**src/rtl/disp_pkg.sv**
```systemverilog
// Shared constants and grant encodings for the
// multiplexed display scheduler.
package disp_pkg;

  localparam int NUM_DIGITS = 8;
  localparam int MSG_LEN = 20;
  localparam int MSG_W = 4 * MSG_LEN;
  localparam int MAX_OFS = MSG_LEN - NUM_DIGITS;
  localparam logic [3:0] BLANK = 4'hF;

  typedef enum logic [2:0] {
    G_TIME = 3'b001,
    G_SET  = 3'b010,
    G_MSG  = 3'b100
  } grant_e;

  function automatic logic [3:0] nib8(
    logic [31:0] w,
    logic [2:0]  d
  );
    return w[{d, 2'b00} +: 4];
  endfunction

endpackage

```
**src/rtl/disp_scan_sched_if.sv**
```systemverilog
// Requester and display-side signal bundle for
// disp_scan_sched.
interface disp_scan_sched_if;
  import disp_pkg::*;

  logic             req_time;
  logic [31:0]      time_data;
  logic             req_set;
  logic [31:0]      set_data;
  logic [2:0]       set_cursor;
  logic             req_msg;
  logic [MSG_W-1:0] msg_data;
  logic [2:0]       grant;
  logic [7:0]       an;
  logic [3:0]       sc;
  logic             msg_done;

  modport master (
    output req_time,
    output time_data,
    output req_set,
    output set_data,
    output set_cursor,
    output req_msg,
    output msg_data,
    input  grant,
    input  an,
    input  sc,
    input  msg_done
  );

  modport slave (
    input  req_time,
    input  time_data,
    input  req_set,
    input  set_data,
    input  set_cursor,
    input  req_msg,
    input  msg_data,
    output grant,
    output an,
    output sc,
    output msg_done
  );

endinterface

```
**src/rtl/disp_scan_sched_scan_timebase.sv**
```systemverilog
// Digit-slot timebase: divides clk into scan slots and
// walks the digit index 0..7.
module scan_timebase #(
  parameter int SCAN_DIV = 1000
) (
  input  logic       clk,
  input  logic       reset,
  output logic [2:0] d,
  output logic       slot_adv,
  output logic       frame_end
);

  localparam int CW = (SCAN_DIV > 1) ? $clog2(SCAN_DIV) : 1;

  logic [CW-1:0] cnt;

  assign slot_adv = (cnt == CW'(SCAN_DIV - 1));
  assign frame_end = slot_adv && (d == 3'd7);

  always_ff @(posedge clk) begin
    if (reset) begin
      cnt <= '0;
      d <= '0;
    end else if (slot_adv) begin
      cnt <= '0;
      d <= d + 3'd1;
    end else begin
      cnt <= cnt + CW'(1);
    end
  end

endmodule

```
**src/rtl/disp_scan_sched.sv**
```systemverilog
// Display arbiter: grants the 8-digit display at frame
// boundaries and drives scan, scroll and cursor blink.
module disp_scan_sched
  import disp_pkg::*;
#(
  parameter int SCAN_DIV   = 1000,
  parameter int SCROLL_DIV = 64,
  parameter int BLINK_DIV  = 32
) (
  input logic              clk,
  input logic              reset,
  disp_scan_sched_if.slave bus
);

  localparam int SW = (SCROLL_DIV > 1) ? $clog2(SCROLL_DIV) : 1;
  localparam int BW = (BLINK_DIV > 1) ? $clog2(BLINK_DIV) : 1;
  localparam int OW = $clog2(MAX_OFS + 1);

  logic [2:0]       d;
  logic             slot_adv;
  logic             frame_end;
  grant_e           grant_q;
  grant_e           grant_n;
  logic [MSG_W-1:0] msg_q;
  logic [MSG_W-1:0] msg_sh;
  logic [OW-1:0]    ofs;
  logic [SW-1:0]    scnt;
  logic [BW-1:0]    bcnt;
  logic             blink_on;
  logic             msg_armed;
  logic             scroll_wrap;
  logic             blink_wrap;
  logic             done;
  logic [4:0]       idx;
  logic [3:0]       sc_n;
  logic [7:0]       an_q;
  logic [3:0]       sc_q;
  logic             unused_ok;

  scan_timebase #(
    .SCAN_DIV (SCAN_DIV)
  ) u_scan (
    .clk       (clk),
    .reset     (reset),
    .d         (d),
    .slot_adv  (slot_adv),
    .frame_end (frame_end)
  );

  // time readout is the idle owner, so its request is informational
  assign unused_ok = bus.req_time ^ slot_adv;

  assign scroll_wrap = (scnt == SW'(SCROLL_DIV - 1));
  assign blink_wrap = (bcnt == BW'(BLINK_DIV - 1));
  assign done = frame_end && !reset
             && (grant_q == G_MSG)
             && (ofs == OW'(MAX_OFS))
             && scroll_wrap;

  always_comb begin
    grant_n = G_TIME;
    if (grant_q == G_MSG && !done) begin
      grant_n = G_MSG;
    end else if (bus.req_msg && msg_armed && !done) begin
      grant_n = G_MSG;
    end else if (bus.req_set) begin
      grant_n = G_SET;
    end else begin
      grant_n = G_TIME;
    end
  end

  // digit d shows char (ofs + 7 - d); shift it to the top nibble
  assign idx = 5'(ofs) + 5'd7 - 5'(d);
  assign msg_sh = msg_q << {idx, 2'b00};

  always_comb begin
    sc_n = BLANK;
    unique case (1'b1)
      grant_q[2]: sc_n = msg_sh[MSG_W-1 -: 4];
      grant_q[1]: sc_n = (d == bus.set_cursor && !blink_on)
                       ? BLANK : nib8(bus.set_data, d);
      grant_q[0]: sc_n = nib8(bus.time_data, d);
      default:    sc_n = BLANK;
    endcase
  end

  always_ff @(posedge clk) begin
    if (reset) begin
      grant_q <= G_TIME;
      an_q <= 8'hFF;
      sc_q <= BLANK;
      msg_q <= '0;
      ofs <= '0;
      scnt <= '0;
      bcnt <= '0;
      blink_on <= 1'b1;
      msg_armed <= 1'b1;
    end else begin
      an_q <= ~(8'h01 << d);
      sc_q <= sc_n;
      if (!bus.req_msg) begin
        msg_armed <= 1'b1;
      end else if (done) begin
        msg_armed <= 1'b0;
      end
      if (frame_end) begin
        grant_q <= grant_n;
        if (grant_n == G_MSG && grant_q != G_MSG) begin
          msg_q <= bus.msg_data;
          ofs <= '0;
          scnt <= '0;
        end else if (grant_q == G_MSG) begin
          if (scroll_wrap) begin
            scnt <= '0;
            if (ofs != OW'(MAX_OFS)) begin
              ofs <= ofs + OW'(1);
            end
          end else begin
            scnt <= scnt + SW'(1);
          end
        end
        if (grant_n == G_SET && grant_q != G_SET) begin
          bcnt <= '0;
          blink_on <= 1'b1;
        end else if (grant_q == G_SET) begin
          if (blink_wrap) begin
            bcnt <= '0;
            blink_on <= !blink_on;
          end else begin
            bcnt <= bcnt + BW'(1);
          end
        end
      end
    end
  end

  assign bus.grant = grant_q;
  assign bus.an = an_q;
  assign bus.sc = sc_q;
  assign bus.msg_done = done;

endmodule
```
**src/flat_wrapper.sv**
```systemverilog
// flat-port wrapper written by rule: the top's interface ports become plain ports
module disp_scan_sched_flat import disp_pkg::*;
#(
  parameter int SCAN_DIV   = 1000,
  parameter int SCROLL_DIV = 64,
  parameter int BLINK_DIV  = 32
)
  (clk, reset, bus_req_time, bus_time_data, bus_req_set, bus_set_data, bus_set_cursor, bus_req_msg, bus_msg_data, bus_grant, bus_an, bus_sc, bus_msg_done);
  disp_scan_sched_if bus_i ();
  input logic clk;
  input logic reset;
  input wire logic [$bits(bus_i.req_time)-1:0] bus_req_time;
  input wire logic [$bits(bus_i.time_data)-1:0] bus_time_data;
  input wire logic [$bits(bus_i.req_set)-1:0] bus_req_set;
  input wire logic [$bits(bus_i.set_data)-1:0] bus_set_data;
  input wire logic [$bits(bus_i.set_cursor)-1:0] bus_set_cursor;
  input wire logic [$bits(bus_i.req_msg)-1:0] bus_req_msg;
  input wire logic [$bits(bus_i.msg_data)-1:0] bus_msg_data;
  output wire logic [$bits(bus_i.grant)-1:0] bus_grant;
  output wire logic [$bits(bus_i.an)-1:0] bus_an;
  output wire logic [$bits(bus_i.sc)-1:0] bus_sc;
  output wire logic [$bits(bus_i.msg_done)-1:0] bus_msg_done;
  assign bus_i.req_time = bus_req_time;
  assign bus_i.time_data = bus_time_data;
  assign bus_i.req_set = bus_req_set;
  assign bus_i.set_data = bus_set_data;
  assign bus_i.set_cursor = bus_set_cursor;
  assign bus_i.req_msg = bus_req_msg;
  assign bus_i.msg_data = bus_msg_data;
  assign bus_grant = bus_i.grant;
  assign bus_an = bus_i.an;
  assign bus_sc = bus_i.sc;
  assign bus_msg_done = bus_i.msg_done;
  disp_scan_sched #(.SCAN_DIV(SCAN_DIV), .SCROLL_DIV(SCROLL_DIV), .BLINK_DIV(BLINK_DIV)) u_core (.clk(clk), .reset(reset), .bus(bus_i));
endmodule
```
**config.mk**
```make
export PLATFORM = sky130hd
export DESIGN_NAME = disp_scan_sched_flat
export DESIGN_NICKNAME = d
export VERILOG_FILES = /design/src/rtl/disp_pkg.sv /design/src/rtl/disp_scan_sched_if.sv /design/src/rtl/disp_scan_sched_scan_timebase.sv /design/src/rtl/disp_scan_sched.sv /design/src/flat_wrapper.sv
export SDC_FILE = /design/constraint.sdc
export NUM_CORES = 1
export LEC_CHECK = 0
export CELL_PAD_IN_SITES_DETAIL_PLACEMENT = 1
export CELL_PAD_IN_SITES_GLOBAL_PLACEMENT = 1
export CORE_ASPECT_RATIO = 0.7
export CORE_MARGIN = 5
export CORE_UTILIZATION = 32
export CTS_CLUSTER_SIZE = 16
export DETAILED_ROUTE_END_ITERATION = 10
export PLACE_DENSITY = 0.76
export SYNTH_ARGS = -nofsm -noshare
export SYNTH_HDL_FRONTEND = slang
export SYNTH_SLANG_ARGS = --single-unit
```
**constraint.sdc**
```tcl
create_clock -name clk -period 3.07 [get_ports clk]
set_clock_uncertainty 0.05 [all_clocks]
set_input_delay 0.614 -clock clk [delete_from_list [all_inputs] [get_ports clk]]
set_output_delay 0.614 -clock clk [all_outputs]
set_load 0.05 [all_outputs]
```
## Word-level counts from Yosys, hierarchy flattened

Cells that the tools add are included.

- Flip-flop bits (word level): 125
- Logic and storage cells: 81
- Output and inout bits: 16
- Bits of input ports: 152

- Shift operators: 4
- Mux-type cells: 18
- Reduce and logical (&&, ||, !) cells: 26
- Bitwise operators: 2
- Equality and inequality tests: 13
- Add/sub/neg operators: 7

Operators with widths:

| kind | number |
|---|---|
| << shifter 80 x 7 -> 80 bit | 1 |
| variable part select 32 x 6 -> 4 bit | 2 |
| two-way mux 4 bit | 5 |
| two-way mux 6 bit | 3 |
| two-way mux 5 bit | 3 |
| case mux 4 bit (3 select lines) | 1 |
| logical AND 1 bit | 11 |
| adder 10 x 1 -> 10 bit, second input constant | 1 |
| equality test 10 bit, second input constant | 1 |
| nonzero test 2 bit | 5 |
| equality test 3 bit, second input constant | 3 |
| NOT 8 bit | 1 |
| << shifter 1 x 3 -> 8 bit, first input constant | 1 |
| adder 6 x 1 -> 6 bit, second input constant | 1 |
| equality test 3 x 2 -> 1 bit, second input constant | 2 |
| equality test 6 bit, second input constant | 1 |
| two-way mux 3 bit | 2 |
| AND reduction 2 bit | 3 |
| adder 4 x 3 -> 5 bit, second input constant | 1 |
| adder 5 x 1 -> 5 bit, second input constant | 1 |
| equality test 5 bit, second input constant | 1 |
| subtractor 5 x 3 -> 5 bit | 1 |
| adder 4 x 1 -> 4 bit, second input constant | 1 |
| equality test 4 bit, second input constant | 1 |
| 12 further kinds | 17 |

## Depth between registers and ports, before layout

Gate-level depths: netlist (run 1).

- Depth in word-level cells: 14
- Mapped depth: 12
- Mapped depth without buffers: 9

## Cells and area by module

A second synthesis (run 1) with hierarchy kept.

- Cell total of the unflattened synthesis: 696
- Area total of the unflattened synthesis: 6297.3 um2

Modules (own cells, without submodules):

| module | area each (um2) | sequential area each (um2) | cells an instance | instances |
|---|---|---|---|---|
| disp_scan_sched | 5706.7 | 2242.2 | 632 | 1 |
| scan_timebase | 590.6 | 260.2 | 64 | 1 |

## Least setup slack after synthesis (run 1)

No wires, ideal clock.

- Kind: reg-to-reg
- Start point: reg u_core.u_scan.d[0]
- End point: reg u_core.sc_q[0] (netlist: u_core.bus.sc[0])
- Data arrival time: 3127 ps
- Setup time: 128 ps
- Buffers on the path: 4
- Stages on the path, launching flop included: 12
- Required time: 2892 ps
- Period minus slack after synthesis: 3305 ps
- Path slack: -235 ps
- Cells stage by stage: dfxtp_1 -> clkbuf_1 -> buf_2 -> buf_2 -> inv_1 -> ha_1 -> ha_1 -> fa_1 -> clkbuf_1 -> mux4_2 -> nand2_1 -> nand4_1

- Word-level cells in the longest chain between the ends: 4
- Elaborated cells on any way between the ends: 8
- Those cells by class: add/sub: 1; eq/ne: 1; shift: 3; mux: 2; reduce/logical: 1

Ends and longest elaborated chain:

| item | line | RTL |
|---|---|---|
| start, declared | disp_scan_sched_scan_timebase.sv:8 | `output logic [2:0] d,` |
| start signal, assigned | disp_scan_sched_scan_timebase.sv:26 | `d <= d + 3'd1;` |
| parallel branches: the longest is 3 deep, another holds subtractor 5 x 3 -> 5 bit | n/a |  |
| case mux 4 bit (3 select lines) (*) | disp_scan_sched.sv:79 | `unique case (1'b1)` |
| end signal, assigned | disp_scan_sched.sv:101 | `sc_q <= sc_n;` |
| end, declared | disp_scan_sched.sv:37 | `logic [3:0] sc_q;` |

Mark *: on every way between the ends.
A chain may end at the register's enable or synchronous reset.

## Final worst setup path (run 1)

- Start point: reg u_core.grant_q[2] (netlist: u_core.bus.grant[2])
- End point: out bus_msg_done

- Word-level cells in the longest chain between the ends: 4

Ends and longest elaborated chain:

| item | line | RTL |
|---|---|---|
| start, declared | disp_scan_sched.sv:22 | `grant_e grant_q;` |
| start signal, assigned | disp_scan_sched.sv:108 | `grant_q <= grant_n;` |
| equality test 3 bit | disp_scan_sched.sv:56 | `&& (grant_q == G_MSG)` |
| logical AND 1 bit | disp_scan_sched.sv:56 |  |
| logical AND 1 bit | disp_scan_sched.sv:57 | `&& (ofs == OW'(MAX_OFS))` |
| logical AND 1 bit | disp_scan_sched.sv:58 | `&& scroll_wrap;` |
| end, declared | flat_wrapper.sv:22 | `output wire logic [$bits(bus_i.msg_done)-1:0] bus_msg_done;` |

Every way passes these cells.

==> out/summary.txt, run 1 <==
Clock Tree Buf Depth: 2
Critical Path Max Stage Delay: 0.46 ns
Sw Share: 0.206
grt ovf: 0
fin crit share: 0.932
clock root cell: clkbuf_16
die area: 21900 sq um
synthesized area per cell: 8.85 sq um
DR vias: 5516
Hold Crit Class: register to register
post-synthesis sequential area ratio: 0.412
worst path arrival time: 2.20 ns
Power Internal: 3.25 mW
# rows: 42
nets: 1017
drt pass-1 iters: 4
total track usage: 0.180
Synth warnings: 0
core area: 18800 sq um
Iteration-0 DRC Markers: 282
Post-Syn Instances: 687
worst-path cell chain: or3b_4, nor4_1, buf_4, and2_1, buf_12
largest net degree at the start of global routing: 71
share of total power in combinational logic: 0.074
crit end category: output pin
mapped cell area: 6080 sq um
Avg Vias per Cell: 5.01
Psw: 0.843 mW
Worst-Margin Slew: 0.725 ns
num ports: 168
WL/cell: 17.8 microns
Post-Syn Nets: 858
Port Buffers: 166
CP max stage cell: or3b_4
hold buffer count at cts: 0
number of synthesized register bits: 125
Final min period: 2.86 ns
CP Launch Type: register
most common cell after layout, fill and taps aside: nand2_1
Initial Util: 0.324
Worst VDD drop: 0.275 mV
commonest cells after routing, fill and taps aside: nand2_1 (187), clkdlybuf4s50_1 (164), dfxtp_1 (124), a21oi_1 (90), nor2_1 (43)
depth of the CTS H-tree: 4
ANT cells: 0
CTS Buf Count: 17
Setup Viol. Count Final: 0
share of cells above drive strength 1: 0.116
run status: finished clean
Netlist cell types: 48
GR Layer Usage met2: 0.277
Hold Vio Cnt, Final: 0
clk_lat worst skew: 0.41 ns
grt peak-use layer: met2
Overall Power: 4.09 mW
Max Freq: 349 MHz
final wirelength: 19.6 mm
Post-DRT Antenna Nets: 0
DIE WIDTH: 175 microns
CTS tree: done
M3 GR Usage: 0.0619
clock sink count: 125
CP max FO: 10
area delta synth->final: 42.6%
RSZ-0062 raised after global routing: false
relative slew slack: 0.517
Sequential Power Share: 0.399
max_cap viols: 0
first-pass GRT wire length: 31.4 mm
clock power share: 0.527
final setup TNS: 0 ns
vias in the first global route: 5855
M1 GR Usage: 0.244
P_leak: 3.02 nW
Chip Height: 125 microns
DPL Wire Length: 14.4 mm
worst hold slack: 0.403 ns
Max Transition Viols Final: 0
worst setup path class: register to output pin
DR DRC count: 0
critical path required time: 2.41 ns
gp weighted congestion: 0.800
clock slew at reported path FFs: 0.06 ns
PD cells: 472 nW/um^2
initial antenna violation count: 1
Filler Cell Count: 2153
synth_stat cells, drive strengths merged:
cell type | n | share of area
or4 | 1 | 0.0012
mux2i | 9 | 0.015
a2bb2oi | 2 | 0.0029
nor4 | 5 | 0.0076
a22oi | 4 | 0.0049
buf | 15 | 0.012
a41oi | 1 | 0.0014
or2b | 1 | 0.0012
dfxtp | 125 | 0.41
nand2 | 188 | 0.12
nand3 | 9 | 0.0074
nor2b | 1 | 0.0010
ha | 18 | 0.037
o21a | 1 | 0.0012
a31oi | 6 | 0.0062
and2 | 3 | 0.0031
o211ai | 1 | 0.0012
or2 | 3 | 0.0031
a21bo | 1 | 0.0016
nor2 | 43 | 0.027
a211oi | 5 | 0.0070
a21o | 1 | 0.0012
nand2b | 12 | 0.012
o31ai | 1 | 0.0012
o21ai | 12 | 0.010
fa | 1 | 0.0033
xor2 | 12 | 0.017
o2bb2ai | 2 | 0.0029
and3 | 5 | 0.0051
inv | 9 | 0.0056
a211o | 2 | 0.0029
mux4 | 36 | 0.13
or3b | 1 | 0.0019
nor3 | 7 | 0.0076
a32oi | 1 | 0.0014
a21oi | 90 | 0.074
or3 | 2 | 0.0021
o221ai | 1 | 0.0014
nand4b | 4 | 0.0058
nand4 | 6 | 0.0062
nor3b | 4 | 0.0049
clkbuf | 29 | 0.018
xnor2 | 6 | 0.0086
a2111oi | 1 | 0.0025
registers in the layout (all words and copies together) (netlist names):
register           flops
u_core.bus.an          8
u_core.bus.sc          4
u_core.scnt            6
u_core.u_scan.d        3
u_core.msg_armed       1
u_core.blink_on        1
u_core.ofs             4
u_core.bus.grant       3
u_core.u_scan.cnt     10
u_core.bcnt            5
u_core.msg_q          80
stage by stage:
step,setup WS (ns),instances,utilization,cell area [sq um]
6_report,0.208,1101,0.462,8670
5_1_grt,0.0924,1101,0.462,8670
4_1_cts,0.0500,1100,0.461,8660
3_5_place_dp,0.394,1068,0.428,8020
3_3_place_gp,0.462,1068,0.428,8020
2_1_floorplan,0.0469,687,-,6080
kinds of logic after synthesis:
| logic type | after synthesis | share of synthesized area |
|---|---|---|
| AO/OA/AOI/OAI | 132 | 0.125 |
| XOR/XNOR | 18 | 0.0259 |
| adder cells (fa/ha/maj) | 19 | 0.0403 |
| buffers and inverters | 53 | 0.0358 |
| flip-flops | 125 | 0.412 |
| multiplexers | 45 | 0.148 |
| AND/OR/NAND/NOR | 295 | 0.213 |
area by class of cell:
| class | count | area [sq um] | share of cell area |
|---|---|---|---|
| Clock buffer | 21 | 470 | 0.0543 |
| Clock inverter | 11 | 164 | 0.0189 |
| Inverter | 9 | 33.8 | 0.00390 |
| Multi-Input combinational cell | 509 | 3360 | 0.388 |
| Sequential cell | 125 | 2500 | 0.289 |
| Tap cell | 242 | 303 | 0.0349 |
| Timing Repair Buffer | 184 | 1830 | 0.211 |
final timing paths:
path	cells after the start	end	slack, ns	startpoint
worst max register to register	7	u_core.bus.sc[1]$_SDFF_PP1_	0.36	u_core.u_scan.d[0]$_SDFFE_PP0P_
worst min register to register	2	u_core.msg_q[73]$_SDFFE_PP0P_	0.40	u_core.msg_q[73]$_SDFFE_PP0P_
worst max-delay path	5	bus_msg_done	0.21	u_core.bus.grant[2]$_SDFFE_PP0P_
worst min-delay path	2	u_core.msg_q[73]$_SDFFE_PP0P_	0.40	u_core.msg_q[73]$_SDFFE_PP0P_
power groups by stage:
stage | sequential, mW | clock (mW) | combinational [mW]
2_1_floorplan | 1.68 | 0 | 0.0630
3_3_place_gp | 1.67 | 0 | 0.302
3_5_place_dp | 1.67 | 0 | 0.303
4_1_cts | 1.63 | 2.20 | 0.305
5_1_grt | 1.63 | 2.27 | 0.322
6_report | 1.64 | 2.16 | 0.303
routing by layer:
layer  vias to the layer above  part of all wire  wire length, microns
li1                       2713                 -                     -
met1                      2596              0.48                  9350
met2                       187              0.43                  8480
met3                        18             0.078                  1530
met4                         2            0.0093                   182
met5                         -           0.00066                    13
critical path: cells and delay by family (launching register included):
kind / cells / cell delay [ns]
AND/OR/NAND/NOR: 3 / 0.98
flip-flops: 1 / 0.44
buffers and inverters: 2 / 0.35
what timing repair did:
item | CTS | global route
resized for setup | 0 | 1
buffers inserted | 0 | 1
setup endpoints to repair | 0 | 1
Note: power is estimated with default switching activity, not from simulation.
==> run 2, diff against run 1 <==
--- a/config.mk
+++ b/config.mk
@@ -5,6 +5,7 @@
 export SDC_FILE = /design/constraint.sdc
 export NUM_CORES = 1
 export LEC_CHECK = 0
+export CAP_MARGIN = 20
 export CELL_PAD_IN_SITES_DETAIL_PLACEMENT = 1
 export CELL_PAD_IN_SITES_GLOBAL_PLACEMENT = 1
 export CORE_ASPECT_RATIO = 0.7
==> results of run 2 <==
The final DEF is identical to that of run 1; final timing and power are the same.
==> run 3, diff against run 2 <==
--- a/config.mk
+++ b/config.mk
@@ -10,10 +10,10 @@
 export CELL_PAD_IN_SITES_GLOBAL_PLACEMENT = 1
 export CORE_ASPECT_RATIO = 0.7
 export CORE_MARGIN = 5
-export CORE_UTILIZATION = 32
+export CORE_UTILIZATION = 39
 export CTS_CLUSTER_SIZE = 16
 export DETAILED_ROUTE_END_ITERATION = 10
-export PLACE_DENSITY = 0.76
+export PLACE_DENSITY = 0.87
 export SYNTH_ARGS = -nofsm -noshare
 export SYNTH_HDL_FRONTEND = slang
 export SYNTH_SLANG_ARGS = --single-unit
==> constraint.sdc (replaced) <==
create_clock -name clk -period 3.6 [get_ports clk]
set_clock_uncertainty 0.05 [all_clocks]
set_input_delay 0.72 -clock clk [delete_from_list [all_inputs] [get_ports clk]]
set_output_delay 0.72 -clock clk [all_outputs]
set_load 0.05 [all_outputs]
==> run 3 against run 2 <==
Cell area is 1.4% lower; sequential share of layout area is 0.39 points higher; power is 16% lower; global-route usage is 6.4 points higher; hold slack worse by 0.00089 ns; largest power group unchanged; first-iteration DRC count is 53% higher; via count is 3.6% higher; routed wire length is 11% higher; count of clock-buffer cells in the layout is 1 lower; cell count is 4.5% lower; sequential cell count stayed put.
==> out/summary.txt, run 3 (synthesized netlist as in run 1, its figures left out) <==
# rows: 38
clock root cell: clkbuf_16
Worst setup startpoint: u_core.bus.grant[2]$_SDFFE_PP0P_
initial antenna violation count: 0
nets: 1012
WP buf/inv: 1
fin crit share: 0.924
max_cap viols: 0
worst-path cell chain: or3b_4, nor4_1, and2_1, buf_12
Reg2Reg Setup Slack: 0.66 ns
Hold Crit Class: register to register
CTS Buf Count: 17
RSZ-0062 raised after global routing: false
grt ovf: 0
worst path arrival time: 2.56 ns
Iteration-0 DRC Markers: 431
Hold Vio Cnt, Final: 0
Setup Viol. Count Final: 0
Chip Height: 114 microns
commonest cells after routing, fill and taps aside: nand2_1 (187), clkdlybuf4s50_1 (164), dfxtp_1 (125), a21oi_1 (90), nor2_1 (43)
crit path capture: bus_msg_done
crit end category: output pin
CP max FO: 10
Worst-Margin Slew: 0.900 ns
run status: finished clean
drt pass-1 iters: 4
clk_lat worst skew: 0.42 ns
total track usage: 0.243
Max Transition Viols Final: 0
most common cell after layout, fill and taps aside: nand2_1
final setup TNS: 0 ns
P_leak: 2.98 nW
Filler Cell Count: 1767
DPL Wire Length: 15.6 mm
relative slew slack: 0.395
critical path required time: 2.83 ns
Reg2Reg Launch Point: u_core.u_scan.d[0]$_SDFFE_PP0P_
max reg flops: 80
largest net degree at the start of global routing: 81
Clock Tree Buf Depth: 2
first-pass GRT wire length: 34.6 mm
final wirelength: 21.7 mm
CP top delay family: simple AND/OR/NAND/NOR gates
gp weighted congestion: 0.883
die area: 18200 sq um
Final min period: 3.33 ns
DIE WIDTH: 159 microns
Worst R2R Path Depth: 8
Post-CTS Resized: 0
depth of the CTS H-tree: 4
Max Freq: 301 MHz
PD cells: 401 nW/um^2
CP Launch Type: register
WL/cell: 20.7 microns
core area: 15400 sq um
DR vias: 5714
Worst path depth: 4
ANT cells: 0
num ports: 168
hold buffer count at cts: 0
clock sink count: 125
Critical Path Max Stage Delay: 0.68 ns
largest register by flop count: u_core.msg_q
Initial Util: 0.395
share of cells above drive strength 1: 0.109
area delta synth->final: 40.6%
CP max stage cell: nor4_1
reg2reg end: u_core.msg_q[18]$_SDFFE_PP0P_
worst setup path class: register to output pin
CTS tree: done
Overall Power: 3.43 mW
vias in the first global route: 6231
clock slew at reported path FFs: 0.06 ns
Post-CTS Setup Inserts: 0
Worst VDD drop: 0.266 mV
Port Buffers: 166
Post-DRT Antenna Nets: 0
DR DRC count: 0
Avg Vias per Cell: 5.43
==> run 3: cell count changes in the layout (fill, tap and decap cells not counted), sizes merged <==
cell / previous run / this run
bufinv: 4 / 3
clkinvlp: 2 / 1
clkbuf: 21 / 20
inv: 9 / 10
buf: 20 / 15
==> run 3: area by class of cell <==
class	count	area [sq um]	area share
well taps	200	250	0.0293
inverters	9	33.8	0.00395
clock inverters	10	139	0.0163
multi-input cells	509	3360	0.393
repair buffers	179	1790	0.210
flip-flops and latches	125	2500	0.293
clock buffers	20	467	0.0546
==> run 3: layer usage <==
metal  vias to the layer above  share of wire  global-route usage
met5                         -              0                   0
li1                       2691              -                   -
met4                         0          0.016              0.0744
met3                        25          0.060              0.0641
met1                      2798           0.42               0.294
met2                       200           0.50               0.428
==> run 3: worst min path at each step <==
stage,start,endpoint,depth (start not counted)
final,u_core.msg_q[48]$_SDFFE_PP0P_,u_core.msg_q[48]$_SDFFE_PP0P_,2
after global routing,u_core.msg_q[73]$_SDFFE_PP0P_,u_core.msg_q[73]$_SDFFE_PP0P_,2
after CTS,u_core.msg_q[48]$_SDFFE_PP0P_,u_core.msg_q[48]$_SDFFE_PP0P_,2
after detailed placement,u_core.msg_q[48]$_SDFFE_PP0P_,u_core.msg_q[48]$_SDFFE_PP0P_,2
after global placement,u_core.msg_q[5]$_SDFFE_PP0P_,u_core.msg_q[5]$_SDFFE_PP0P_,2
after floorplan,u_core.u_scan.cnt[0]$_SDFF_PP0_,u_core.u_scan.cnt[0]$_SDFF_PP0_,1
==> run 3: power breakdown <==
group	leakage (nW)	switching (mW)	internal, mW
logic	1.68	0.0908	0.173
registers	1.01	0.00392	1.39
clock network	0.298	0.637	1.14
total	2.98	0.732	2.70
==> run 3: worst register-to-register path, delay by kind of cell (launching register included) <==
kind	cells	cell delay, ns
flops	1	0.45
buf+inv	1	0.26
fa+ha+maj	2	0.53
simple gates	4	1.41
compound gates	1	0.17
==> run 3: per-stage QoR <==
step / instance area, sq um / hold slack, ns / util / std cells / setup WS, ns
2_1_floorplan: 6080 / 0.380 / - / 687 / 0.295
3_3_place_gp: 7940 / 0.390 / 0.515 / 1022 / 0.770
3_5_place_dp: 7940 / 0.395 / 0.515 / 1022 / 0.668
4_1_cts: 8550 / 0.404 / 0.555 / 1052 / 0.229
5_1_grt: 8550 / 0.423 / 0.555 / 1052 / 0.0849
6_report: 8550 / 0.402 / 0.555 / 1052 / 0.273
